`src/rtl/fetch_unit.sv`:
```
// fetch_unit: instruction fetch stage, one outstanding imem read, redirect from execute.
// Latency: request in the FETCH cycle; instruction presented the cycle after imem_rvalid.
// Backpressure: stall_IF freezes a fetched instruction in HOLD; no new request until it is consumed.
//
// Ports:
//   clk, rst                  clock; asynchronous active-high reset
//   stall_IF                  decode not accepting (only acts while an instruction is held)
//   PCSrc_EX, PCTarget_EX     taken branch/jump redirect and its target
//   imem_req, imem_addr       one-cycle instruction read request, word aligned
//   imem_rvalid, imem_rdata   read response
//   instr_IF, PC_IF, PCPlus4_IF, instr_valid_IF   towards the fetch/decode register
module fetch_unit #(
    parameter logic [31:0] RESET_PC  = 32'h0000_0000,
    parameter logic [31:0] NOP_INSTR = 32'h0000_0013
) (
    input  logic        clk,
    input  logic        rst,
    input  logic        stall_IF,
    input  logic        PCSrc_EX,
    input  logic [31:0] PCTarget_EX,
    output logic        imem_req,
    output logic [31:0] imem_addr,
    input  logic        imem_rvalid,
    input  logic [31:0] imem_rdata,
    output logic [31:0] instr_IF,
    output logic [31:0] PC_IF,
    output logic [31:0] PCPlus4_IF,
    output logic        instr_valid_IF
);

    typedef enum logic [1:0] {
        FETCH = 2'd0,   // issue the read for pc
        WAIT  = 2'd1,   // read outstanding, response wanted
        HOLD  = 2'd2,   // instruction buffered, waiting for decode to take it
        DROP  = 2'd3    // read outstanding but squashed by a redirect
    } state_t;

    state_t      state_q, state_d;
    logic [31:0] pc_q, pc_d;
    logic [31:0] buf_q, buf_d;
    logic        vld_q, vld_d;

    logic [31:0] tgt_aligned;
    logic [31:0] pc_plus4;

    // Redirect targets are forced to a word boundary so pc[1:0] stays 00.
    assign tgt_aligned = PCTarget_EX & 32'hFFFF_FFFC;
    // 32-bit add wraps naturally: 0xFFFFFFFC + 4 = 0.
    assign pc_plus4    = pc_q + 32'd4;

    always_ff @(posedge clk or posedge rst) begin
        if (rst) begin
            state_q <= FETCH;
            pc_q    <= RESET_PC;
            buf_q   <= 32'h0000_0000;
            vld_q   <= 1'b0;
        end else begin
            state_q <= state_d;
            pc_q    <= pc_d;
            buf_q   <= buf_d;
            vld_q   <= vld_d;
        end
    end

    always_comb begin
        state_d = state_q;
        pc_d    = pc_q;
        buf_d   = buf_q;
        vld_d   = vld_q;

        case (state_q)
            FETCH: begin
                // The request goes out this cycle regardless; a redirect
                // now means its response must be thrown away.
                if (PCSrc_EX) begin
                    pc_d    = tgt_aligned;
                    state_d = DROP;
                end else begin
                    state_d = WAIT;
                end
            end

            WAIT: begin
                if (PCSrc_EX) begin
                    pc_d    = tgt_aligned;
                    state_d = imem_rvalid ? FETCH : DROP;
                end else if (imem_rvalid) begin
                    buf_d   = imem_rdata;
                    vld_d   = 1'b1;
                    state_d = HOLD;
                end
            end

            HOLD: begin
                // Redirect wins over stall: the held instruction is on the
                // wrong path and is discarded.
                if (PCSrc_EX) begin
                    pc_d    = tgt_aligned;
                    vld_d   = 1'b0;
                    state_d = FETCH;
                end else if (!stall_IF) begin
                    pc_d    = pc_plus4;
                    vld_d   = 1'b0;
                    state_d = FETCH;
                end
            end

            DROP: begin
                if (PCSrc_EX) begin
                    pc_d = tgt_aligned;
                end
                // The squashed response retires the only outstanding read, so
                // leave even if a new redirect lands in the same cycle;
                // otherwise we would wait for a response that never comes.
                if (imem_rvalid) begin
                    state_d = FETCH;
                end
            end

            default: begin
                state_d = FETCH;
            end
        endcase
    end

    // Gated with rst so no request is seen while reset is held.
    assign imem_req       = (state_q == FETCH) && !rst;
    assign imem_addr      = pc_q;
    assign instr_IF       = vld_q ? buf_q : NOP_INSTR;
    assign PC_IF          = pc_q;
    assign PCPlus4_IF     = pc_plus4;
    assign instr_valid_IF = vld_q;

endmodule

```
`config.mk`:
```
export PLATFORM = sky130hd
export DESIGN_NAME = fetch_unit
export DESIGN_NICKNAME = d
export VERILOG_FILES = /design/src/rtl/fetch_unit.sv
export SDC_FILE = /design/constraint.sdc
export NUM_CORES = 1
export LEC_CHECK = 0
export ABC_AREA = 1
export CORE_UTILIZATION = 42
export CTS_CLUSTER_DIAMETER = 40
export DETAILED_ROUTE_END_ITERATION = 10
export PLACE_DENSITY = 0.82
export SLEW_MARGIN = 20
export SYNTH_ARGS = -nofsm -noshare
export SYNTH_HDL_FRONTEND = slang
export SYNTH_SLANG_ARGS = --single-unit
```
`constraint.sdc`:
```
create_clock -name clk -period 3.5 [get_ports clk]
set_input_delay 0.35 -clock clk [delete_from_list [all_inputs] [get_ports clk]]
set_output_delay 0.35 -clock clk [all_outputs]
set_load 0.02 [all_outputs]
```
==> flow_metrics.tcl <==
set metrics [dict create \
    die_y_microns 103 \
    fin_area_sq_um 6230 \
    yosys_warnings 0 \
    start_util_pct 43.4 \
    antenna_cells 0 \
    crit_fanout 5 \
    antenna_left 0 \
    grt.total_usage_pct 23.7 \
    synth-seq-cells 65 \
    crit_path_start_kind "flip-flop" \
    rows 36 \
    maxSlewViolCount 0 \
    clock-root-buffer "clkbuf_8" \
    synth_area_sq_um 4260 \
    maxCapViolations 0 \
    clk_latency_ps 350 \
    io_buffers 190 \
    grt_pass1_vias 3979 \
    yosysUniqueCellTypes 36 \
    worstSetupPathType "reg -> out" \
    grt_start_max_net_pins 37 \
    relSlewSlack_pct 36.3 \
    grt_first_pass_wirelength_mm 19.1 \
    grt-ovfl-total 0 \
    netlist_instances 572 \
    cts_tree "done" \
    numCtsBuffers 9 \
    dp_hpwl_mm 9.36 \
    leakage_uw 0.00302 \
    pin_count 199 \
    fin_nets 803 \
    clockBufferDepth 2 \
    skew_ps 13.1 \
    cts.hold.buffers_added 0 \
    rsz0062_at_grt "no" \
    drtPass1Iterations 4 \
    vias 4067 \
    htreeDepth 3 \
    core_area_sq_um 9820 \
    hold_path_class "in -> async" \
    die_area_sq_um 10500 \
    antenna_found_initial 0 \
    drt_iter0_drc 151 \
    yosysSeqAreaShare_pct 38.2 \
    die_w_microns 103 \
    setup_tns_ps 0 \
    cts_resized 0 \
    gp_congestion 0.851 \
    syn_avg_cell_area_sq_um 7.44 \
    worstMarginPinSlew_ps 956 \
    drt-total-wl_mm 12.1 \
    wire_per_inst_microns 13.9 \
    viasPerCell 4.67 \
    cts_setup_buffers 0 \
    cts_sinks 65 \
    clk_pin_slew_ps 70 \
    drc_errors 0 \
    regArea_sq_um 1630 \
    multi_input_area_sq_um 1960 \
    layout_commonest_cell "clkdlybuf4s50_1" \
    drive_gt1_share_pct 10.4 \
    status "finished clean" \
    setup_viol 0 \
    hold_viol_final 0 \
    layout_min_cycle_time_ps 2820 \
    dpl_cell_area_sq_um 6030 \
    fillers 856 \
    power_density_nw_per_um2 686 \
    fmaxAchievable_mhz 354 \
    fin_crit_sh_pct 80.7 \
    worstSetupEndpointType "output port" \
    cp_data_required_time_ps 3150 \
    critPathArrivalTime_ps 2470 \
    final_cell_mix "clkdlybuf4s50_1, nand2_1, inv_1, dfrtp_1, nor2_1" \
    peakVddDrop_mv 0.309 \
    areaGrowthSynthToFinish_pct 46.3 \
]
## sequential cells by signal, indices dropped and copies added, names as in the netlist
name and count:
buf_q 32, instr_valid_IF 1, state_q 2, PC_IF 30
## power by group
part | internal (uW) | total (uW) | leakage [uW] | switching (uW)
clock network | 346 | 647 | 0.0000953 | 301
registers | 1040 | 1350 | 0.000760 | 308
logic | 1100 | 2280 | 0.00216 | 1190
## worst max-delay path, stage by stage (launching register included)
cell and delay [ps]:
dfrtp_1 440, ha_1 230, nand2_1 80, nor2_2 170, nand2_1 130, nor2_1 230
nand3_1 120, nand2_1 90, clkdlybuf4s50_1 630
## layout make-up
type                       count  share of cell area [%]
tap                          133                    2.67
inverter                      90                    5.46
clock buffer                  11                    2.27
timing repair buffer         195                    31.1
multi-input combinational    372                    31.5
sequential                    65                    26.1
clock inverter                 5                   0.884
## Yosys cell counts, drive strengths merged
master | n | share of area, %
xnor2 | 10 | 2.1
dfrtp | 65 | 38
nor2 | 75 | 8.5
xor2 | 3 | 0.62
o21ai | 15 | 2.0
nand4 | 1 | 0.15
o22ai | 14 | 2.1
nand3 | 27 | 3.3
buf | 46 | 7.8
conb | 1 | 0.088
o21bai | 6 | 1.1
mux2 | 32 | 8.5
o311ai | 1 | 0.21
a21oi | 3 | 0.44
ha | 1 | 0.29
or2 | 3 | 0.44
nand3b | 1 | 0.18
o211ai | 1 | 0.18
clkbuf | 4 | 0.35
inv | 90 | 8.0
nand2 | 173 | 16
## cell families (layout without fill, tap and decap cells)
kind of cell             count (synthesis)  after routing  synth area share [%]
adder cells (fa/ha/maj)                  1              1                 0.294
other                                    1              6                0.0881
multiplexers                            32             32                  8.46
AND/OR/NAND/NOR                        280            280                  28.2
XOR/XNOR                                13             13                  2.67
AO/OA/AOI/OAI                           40             40                  5.97
flip-flops                              65             65                  38.2
buffers and inverters                  140            301                  16.2
## worst paths after layout
kind                            slack [ps]       start        endpoint  cells after the start
worst max-delay path                   680    PC_IF[2]  PCPlus4_IF[24]                      8
worst min-delay path                   460         rst        buf_q[7]                      2
worst max register to register        1770  state_q[0]        PC_IF[9]                      9
worst min register to register         490    buf_q[3]        buf_q[3]                      1
max in group asynchronous             2110         rst       PC_IF[12]                      3
min in group clk                       490    buf_q[3]        buf_q[3]                      1
## per-layer routing
layer  vias up  wire length (microns)  GRT usage, %  share of wire, %
li1       2042                      -             -                 -
met3        23                   1010          4.88               8.3
met5         -                      0             0                 0
met2       172                   5910          41.9                49
met4         0                    278          10.9               2.3
met1      1830                   4930          27.4                41
## stage by stage
stage / util [%] / setup WS, ps / total power [uW] / hold WS, ps / std cells
global placement: 61.5 / 1060 / 3580 / 479 / 855
global route: 63.5 / 434 / 4570 / 520 / 871
floorplan: - / 1520 / 2710 / 465 / 577
CTS: 63.5 / 621 / 4320 / 472 / 871
detailed placement: 61.5 / 1010 / 3660 / 482 / 855
finish: 63.5 / 676 / 4280 / 462 / 871
(Power assumes the default switching activity.)
